==> src/rtl/acc_pkg.sv <==
// Shared types and default constants for the accumulator feeder and the accumulator stage.
package acc_pkg;

  localparam int ACC_DATA_WIDTH  = 8;
  localparam int ACC_ATTR_WIDTH  = 4;
  localparam int ACC_HOLD_CYCLES = 2;
  localparam int ACC_FIFO_DEPTH  = 4;
  localparam int ACC_CNT_WIDTH   = 4;

  typedef enum logic [1:0] {
    IDLE = 2'd0,
    HOLD = 2'd1,
    OUT  = 2'd2
  } acc_state_e;

  typedef struct packed {
    logic first;
    logic last;
    logic neg;
  } acc_flags_t;

  localparam int ACC_FLAGS_WIDTH = $bits(acc_flags_t);

  typedef struct packed {
    logic [ACC_DATA_WIDTH-1:0] data;
    logic [ACC_ATTR_WIDTH-1:0] attr;
    acc_flags_t                flags;
  } acc_entry_t;

endpackage

==> src/rtl/acc_feeder_fifo.sv <==
// Synchronous operand FIFO; the head entry is read straight from the storage registers.
module acc_feeder_fifo #(
  parameter int WIDTH = 15,
  parameter int DEPTH = 4
) (
  input  logic                       clk,
  input  logic                       rst,
  input  logic                       i_push,
  input  logic [WIDTH-1:0]           i_wdata,
  input  logic                       i_pop,
  output logic [WIDTH-1:0]           o_head,
  output logic                       o_full,
  output logic                       o_empty,
  output logic [$clog2(DEPTH):0]     o_count
);

  localparam int AW = $clog2(DEPTH);
  localparam logic [AW:0] PTR_ONE  = (AW + 1)'(1);
  localparam logic [AW:0] DEPTH_CT = (AW + 1)'(DEPTH);

  logic [WIDTH-1:0] r_mem [DEPTH];
  logic [AW:0]      r_wr_ptr;
  logic [AW:0]      r_rd_ptr;
  logic [AW:0]      w_count;
  logic             w_do_push;
  logic             w_do_pop;

  assign w_count   = r_wr_ptr - r_rd_ptr;
  assign o_count   = w_count;
  assign o_full    = (w_count == DEPTH_CT);
  assign o_empty   = (w_count == '0);
  assign o_head    = r_mem[r_rd_ptr[AW-1:0]];
  // Full is judged before any same-cycle pop, so a full cycle never accepts.
  assign w_do_push = i_push && !o_full;
  assign w_do_pop  = i_pop && !o_empty;

  always_ff @(posedge clk) begin
    if (rst) begin
      r_wr_ptr <= '0;
      r_rd_ptr <= '0;
    end else begin
      if (w_do_push) r_wr_ptr <= r_wr_ptr + PTR_ONE;
      if (w_do_pop)  r_rd_ptr <= r_rd_ptr + PTR_ONE;
    end
  end

  always_ff @(posedge clk) begin
    if (w_do_push) r_mem[r_wr_ptr[AW-1:0]] <= i_wdata;
  end

endmodule

==> src/rtl/acc_feeder.sv <==
// Operand sequencer: buffers framed operands and drives the accumulator strobes,
// holding each operand for HOLD_CYCLES and closing each frame with one output cycle.
module acc_feeder
  import acc_pkg::*;
#(
  parameter int DATA_WIDTH  = ACC_DATA_WIDTH,
  parameter int ATTR_WIDTH  = ACC_ATTR_WIDTH,
  parameter int HOLD_CYCLES = ACC_HOLD_CYCLES,
  parameter int FIFO_DEPTH  = ACC_FIFO_DEPTH
) (
  input  logic                  clk,
  input  logic                  rst,
  input  logic                  in_valid,
  output logic                  in_ready,
  input  logic [DATA_WIDTH-1:0] in_data,
  input  logic [ATTR_WIDTH-1:0] in_attr,
  input  logic                  in_first,
  input  logic                  in_last,
  input  logic                  in_neg,
  output logic                  signal_load,
  output logic                  signal_init,
  output logic                  signal_neg,
  output logic                  signal_oe,
  output logic [DATA_WIDTH-1:0] data_in,
  output logic [ATTR_WIDTH-1:0] attr_in,
  output logic                  done,
  output logic                  busy
);

  // Stream handshake: a word transfers on a rising edge where in_valid && in_ready;
  // in_ready depends only on FIFO occupancy, never on in_valid.

  localparam int EW = DATA_WIDTH + ATTR_WIDTH + ACC_FLAGS_WIDTH;
  localparam int OW = $clog2(FIFO_DEPTH) + 1;
  localparam logic [ACC_CNT_WIDTH-1:0] HOLD_LAST = ACC_CNT_WIDTH'(HOLD_CYCLES - 1);
  localparam logic [ACC_CNT_WIDTH-1:0] CNT_ONE   = ACC_CNT_WIDTH'(1);

  logic                  w_push;
  logic                  w_pop;
  logic                  w_full;
  logic                  w_empty;
  logic [OW-1:0]         w_count;
  logic [OW-1:0]         w_occ_next;
  logic [EW-1:0]         w_wr_entry;
  logic [EW-1:0]         w_head;
  acc_flags_t            w_in_flags;
  acc_flags_t            w_head_flags;
  logic [DATA_WIDTH-1:0] w_head_data;
  logic [ATTR_WIDTH-1:0] w_head_attr;

  acc_state_e             r_state;
  acc_state_e             w_state_next;
  logic [ACC_CNT_WIDTH-1:0] r_cnt;
  logic [ACC_CNT_WIDTH-1:0] w_cnt_next;
  logic                   r_last;

  logic                  r_load;
  logic                  r_init;
  logic                  r_neg;
  logic                  r_oe;
  logic                  r_done;
  logic                  r_busy;
  logic [DATA_WIDTH-1:0] r_data;
  logic [ATTR_WIDTH-1:0] r_attr;

  assign w_in_flags = '{first: in_first, last: in_last, neg: in_neg};
  assign w_wr_entry = {in_data, in_attr, w_in_flags};
  assign {w_head_data, w_head_attr, w_head_flags} = w_head;

  assign in_ready   = !w_full;
  assign w_push     = in_valid && !w_full;
  assign w_occ_next = w_count + OW'(w_push) - OW'(w_pop);

  acc_feeder_fifo #(
    .WIDTH (EW),
    .DEPTH (FIFO_DEPTH)
  ) u_fifo (
    .clk     (clk),
    .rst     (rst),
    .i_push  (w_push),
    .i_wdata (w_wr_entry),
    .i_pop   (w_pop),
    .o_head  (w_head),
    .o_full  (w_full),
    .o_empty (w_empty),
    .o_count (w_count)
  );

  always_comb begin
    w_state_next = r_state;
    w_cnt_next   = r_cnt;
    w_pop        = 1'b0;
    unique case (r_state)
      IDLE: begin
        if (!w_empty) begin
          w_pop        = 1'b1;
          w_state_next = HOLD;
          w_cnt_next   = HOLD_LAST;
        end
      end
      HOLD: begin
        if (r_cnt != '0) begin
          w_cnt_next = r_cnt - CNT_ONE;
        end else if (r_last) begin
          w_state_next = OUT;
        end else if (!w_empty) begin
          // Chain straight into the next operand with no idle gap.
          w_pop        = 1'b1;
          w_cnt_next   = HOLD_LAST;
        end else begin
          w_state_next = IDLE;
        end
      end
      OUT: begin
        if (!w_empty) begin
          w_pop        = 1'b1;
          w_state_next = HOLD;
          w_cnt_next   = HOLD_LAST;
        end else begin
          w_state_next = IDLE;
        end
      end
      default: begin
        w_state_next = IDLE;
      end
    endcase
  end

  always_ff @(posedge clk) begin
    if (rst) begin
      r_state <= IDLE;
      r_cnt   <= '0;
      r_last  <= 1'b0;
      r_load  <= 1'b0;
      r_init  <= 1'b0;
      r_neg   <= 1'b0;
      r_oe    <= 1'b0;
      r_done  <= 1'b0;
      r_busy  <= 1'b0;
      r_data  <= '0;
      r_attr  <= '0;
    end else begin
      r_state <= w_state_next;
      r_cnt   <= w_cnt_next;
      r_load  <= (w_state_next == HOLD);
      r_init  <= w_pop && w_head_flags.first;
      r_oe    <= (w_state_next == OUT);
      r_done  <= (w_state_next == OUT);
      r_busy  <= (w_state_next != IDLE) || (w_occ_next != '0);
      if (w_pop) begin
        r_data <= w_head_data;
        r_attr <= w_head_attr;
        r_last <= w_head_flags.last;
        r_neg  <= w_head_flags.neg;
      end else if (w_state_next != HOLD) begin
        r_neg  <= 1'b0;
      end
    end
  end

  assign signal_load = r_load;
  assign signal_init = r_init;
  assign signal_neg  = r_neg;
  assign signal_oe   = r_oe;
  assign done        = r_done;
  assign busy        = r_busy;
  assign data_in     = r_data;
  assign attr_in     = r_attr;

endmodule

==> config.mk <==
export PLATFORM = sky130hd
export DESIGN_NAME = acc_feeder
export DESIGN_NICKNAME = d
export VERILOG_FILES = /design/src/rtl/acc_pkg.sv /design/src/rtl/acc_feeder_fifo.sv /design/src/rtl/acc_feeder.sv
export SDC_FILE = /design/constraint.sdc
export NUM_CORES = 1
export LEC_CHECK = 0
export CAP_MARGIN = 40
export CORE_UTILIZATION = 50
export DETAILED_ROUTE_END_ITERATION = 8
export GPL_TIMING_DRIVEN = 0
export PLACE_DENSITY = 0.74
export SLEW_MARGIN = 0
export SYNTH_ARGS = -nofsm -noshare
export SYNTH_HDL_FRONTEND = slang
export SYNTH_SLANG_ARGS = --single-unit
export TNS_END_PERCENT = 10
==> constraint.sdc <==
create_clock -name clk -period 3.2 [get_ports clk]
set_input_delay 0.64 -clock clk [delete_from_list [all_inputs] [get_ports clk]]
set_output_delay 0.64 -clock clk [all_outputs]
set_load 0.01 [all_outputs]
==> results.py <==
metrics = {
    "layout": {
        "layout.cells.non_filler": 396,
        "fin_area_sq_um": 4370,
        "multi_input_area_sq_um": 1120,
        "antenna_cells": 0,
        "final-seq-area_sq_um": 2440,
        "nets": 325,
        "syn_to_final_growth_pct": 19.6,
        "fill_cells": 528,
        "drive_gt1_frac": 0.173,
    },
    "critical_path": {
        "worst-setup-path-type": "reg2reg",
        "end_kind": "register",
        "cp_slowest_stage_delay_ns": 0.55,
        "worstPathRequired_ns": 3.42,
        "slowest_stage": "fa_2",
        "path_max_fanout": 6,
        "rr_worst_depth": 14,
        "timing.rr.start": "u_fifo.r_wr_ptr[0]",
        "r2r-end": "busy",
        "rrSetupSlack_ns": 0.14,
        "cp-endpoint": "busy",
        "worstSetupStartpoint": "u_fifo.r_wr_ptr[0]",
        "crit_path_start_kind": "register",
        "worstPathCellList": "inv_1, ha_2, fa_2, nand2_2, nor2b_4, buf_6, nor2_1, ha_1, inv_1, ha_1, fa_1, xnor2_1, xnor2_1, a41oi_1",
        "cp_data_arrival_time_ns": 3.28,
    },
    "grt": {
        "grtUsageMet2": 0.305,
        "grt_use_met3": 0.0502,
        "antenna_found_initial": 0,
        "grt_pass1_wl_mm": 10.7,
        "gr-usage-met1": 0.252,
        "grt_max_degree": 18,
        "grt_pass1_vias": 2137,
        "busiest_layer": "met2",
        "grt.total_usage": 0.194,
        "grt_overflow": 0,
    },
    "placement": {
        "placed_area_sq_um": 4150,
        "dp_cells": 376,
        "port_buffers": 36,
        "hpwl_mm": 4.43,
        "place_congestion": 0.779,
        "pre_cts_ws_ns": -0.147,
    },
    "yosys": {
        "yosysMostFrequentCell": "edfxtp_1",
        "synthesis.nets": 273,
        "syn-cell-area_sq_um": 3650,
        "synthDistinctLibCells": 40,
        "synth_edf_count": 60,
        "async_flop_share": 0,
        "yosys.area.top_type": "edfxtp_1",
        "synth_top_cell_area_share": 0.493,
        "synthCells": 243,
        "synth.avg_cell_area_sq_um": 15.0,
        "synthTopCellsByArea": "edfxtp_1 49%, dfxtp_1 18%, mux4_2 9.2%",
        "yosysWarnings": 0,
        "synth_commonest_cells": "60 x edfxtp_1, 32 x dfxtp_1, 20 x a21oi_1",
        "ys_ff_latch": 92,
        "ys.flop_type": "edfxtp_1",
        "synth_seq_area_share": 0.668,
    },
    "power": {
        "vdd_drop_max_v": 0.000424,
        "pwr_density_cell_nw_per_um2": 983,
        "power.total_uw": 4300,
        "leakage_uw": 0.00151,
    },
    "sta": {
        "slew_viol_final": 0,
        "period_needed_ns": 3.06,
        "timing_hold_violations_final": 0,
        "timing.fmax_mhz": 327,
        "worst_slack_ns": 0.137,
        "setup_viol": 0,
        "rsz0062_at_grt": "no",
        "hold-worst-slack_ns": 0.479,
        "tightest_slew_ns": 0.743,
        "slew_headroom": 0.504,
        "timing.final.crit_share": 0.957,
        "fin_skew_ns": 0.00720,
    },
    "drt": {
        "drt_first_iter_violations": 95,
        "totalWireLength_mm": 6.57,
        "firstDrtPassIters": 4,
        "wl_per_cell_um": 16.6,
        "drc": 0,
        "vias": 2146,
        "ant_nets": 0,
        "vias_per_cell": 5.42,
    },
    "clock_network": {
        "cts_root_buffer": "clkbuf_8",
        "cts.clk_slew.worst_paths_ns": 0.09,
        "numCtsBuffers": 9,
        "ctsLongestPathBuffers": 2,
        "cts_hold_buf": 0,
        "htree_num_levels": 3,
        "cts.sinks": 92,
        "clkLatencyLatePin_ns": 0.36,
        "cts_tree": "built",
    },
    "min_path": {
        "min_from": "signal_neg",
        "min_path_type": "reg2reg",
    },
    "status": {
        "status": "completed",
    },
    "floorplan": {
        "die-area_sq_um": 7650,
        "coreArea_sq_um": 6940,
        "rows": 30,
        "fp.dieH_um": 87.5,
        "ios": 37,
        "die_x_um": 87.5,
        "start_util": 0.526,
    },
    "run": {
        "drv.max_cap_violation_count": 0,
    },
}
layout by cell type, fill, tap and decap left out, types with 3 or more instances in the layout:
master	netlist	final
a21oi_1	20	20
and2_1	4	4
buf_2	4	4
buf_4	1	5
clkbuf_1	6	6
clkbuf_8	0	9
clkdlybuf4s50_1	0	36
dfxtp_1	32	31
edfxtp_1	60	60
ha_1	10	9
inv_1	10	10
mux4_2	15	15
nand3_1	17	17
nor2_1	12	12
o21ai_0	16	16
o31ai_1	3	3
xnor2_1	3	3
critical path: cells and delay by family (launching register included):
family | cells | cell delay (ns)
buf+inv | 3 | 0.24
flops | 1 | 0.33
simple gates | 3 | 0.30
xor+xnor | 2 | 0.34
fa+ha+maj | 5 | 1.58
compound gates | 1 | 0.13
sequential cells by signal, indices dropped and copies added (netlist names), 2 cells and up, named ones only:
signal           count
u_fifo.r_mem        60
data_in              8
r_cnt                4
u_fifo.r_rd_ptr      3
u_fifo.r_wr_ptr      3
r_state              2
attr_in              4
per-stage QoR:
stage / setup TNS [ns] / utilization
2_1_floorplan: 0 / -
3_3_place_gp: -0.109 / 0.595
3_5_place_dp: -0.147 / 0.597
4_1_cts: 0 / 0.627
5_1_grt: 0 / 0.629
6_report: 0 / 0.629
area by class of cell:
cell class,count,share of cell area
sequential,92,0.559
multi-input combinational,129,0.257
timing repair buffer,41,0.0928
clock buffer,9,0.0283
tap,96,0.0275
buffer,12,0.0140
clock inverter,7,0.0132
inverter,10,0.00859
cell families after synthesis:
family,after synthesis,share of synthesized area
xor gates and xnor gates,4,0.0137
muxes,17,0.0983
DFF,92,0.668
AOI/OAI and AO/OA,47,0.0726
and+or+nand+nor,49,0.0747
buffers and inverters,22,0.0271
adders and majority gates,12,0.0452
timing repair:
item,4_1_cts,5_1_grt
buffers inserted,2,2
endpoints found under the setup margin,2,2
pin swaps,2,2
gates resized for setup,3,2
worst min path at each step:
stage	end	slack (ns)	cells past startpoint
6_report	signal_neg	0.48	2
5_1_grt	data_in[7]	0.51	2
4_1_cts	signal_neg	0.48	2
3_5_place_dp	signal_neg	0.47	2
3_3_place_gp	signal_neg	0.46	2
2_1_floorplan	u_fifo.r_rd_ptr[2]	0.45	2
routing by layer:
metal  wire length (um)  share of wire
met5                  0              0
met4                104          0.016
met3                281          0.043
met2               3270           0.50
met1               2910           0.44
where the power goes:
group          internal, uW  switching [uW]
clock                   293             423
sequential             1560             114
combinational           892            1020
total                  2740            1560
Note: power is estimated with default switching activity, not from simulation.
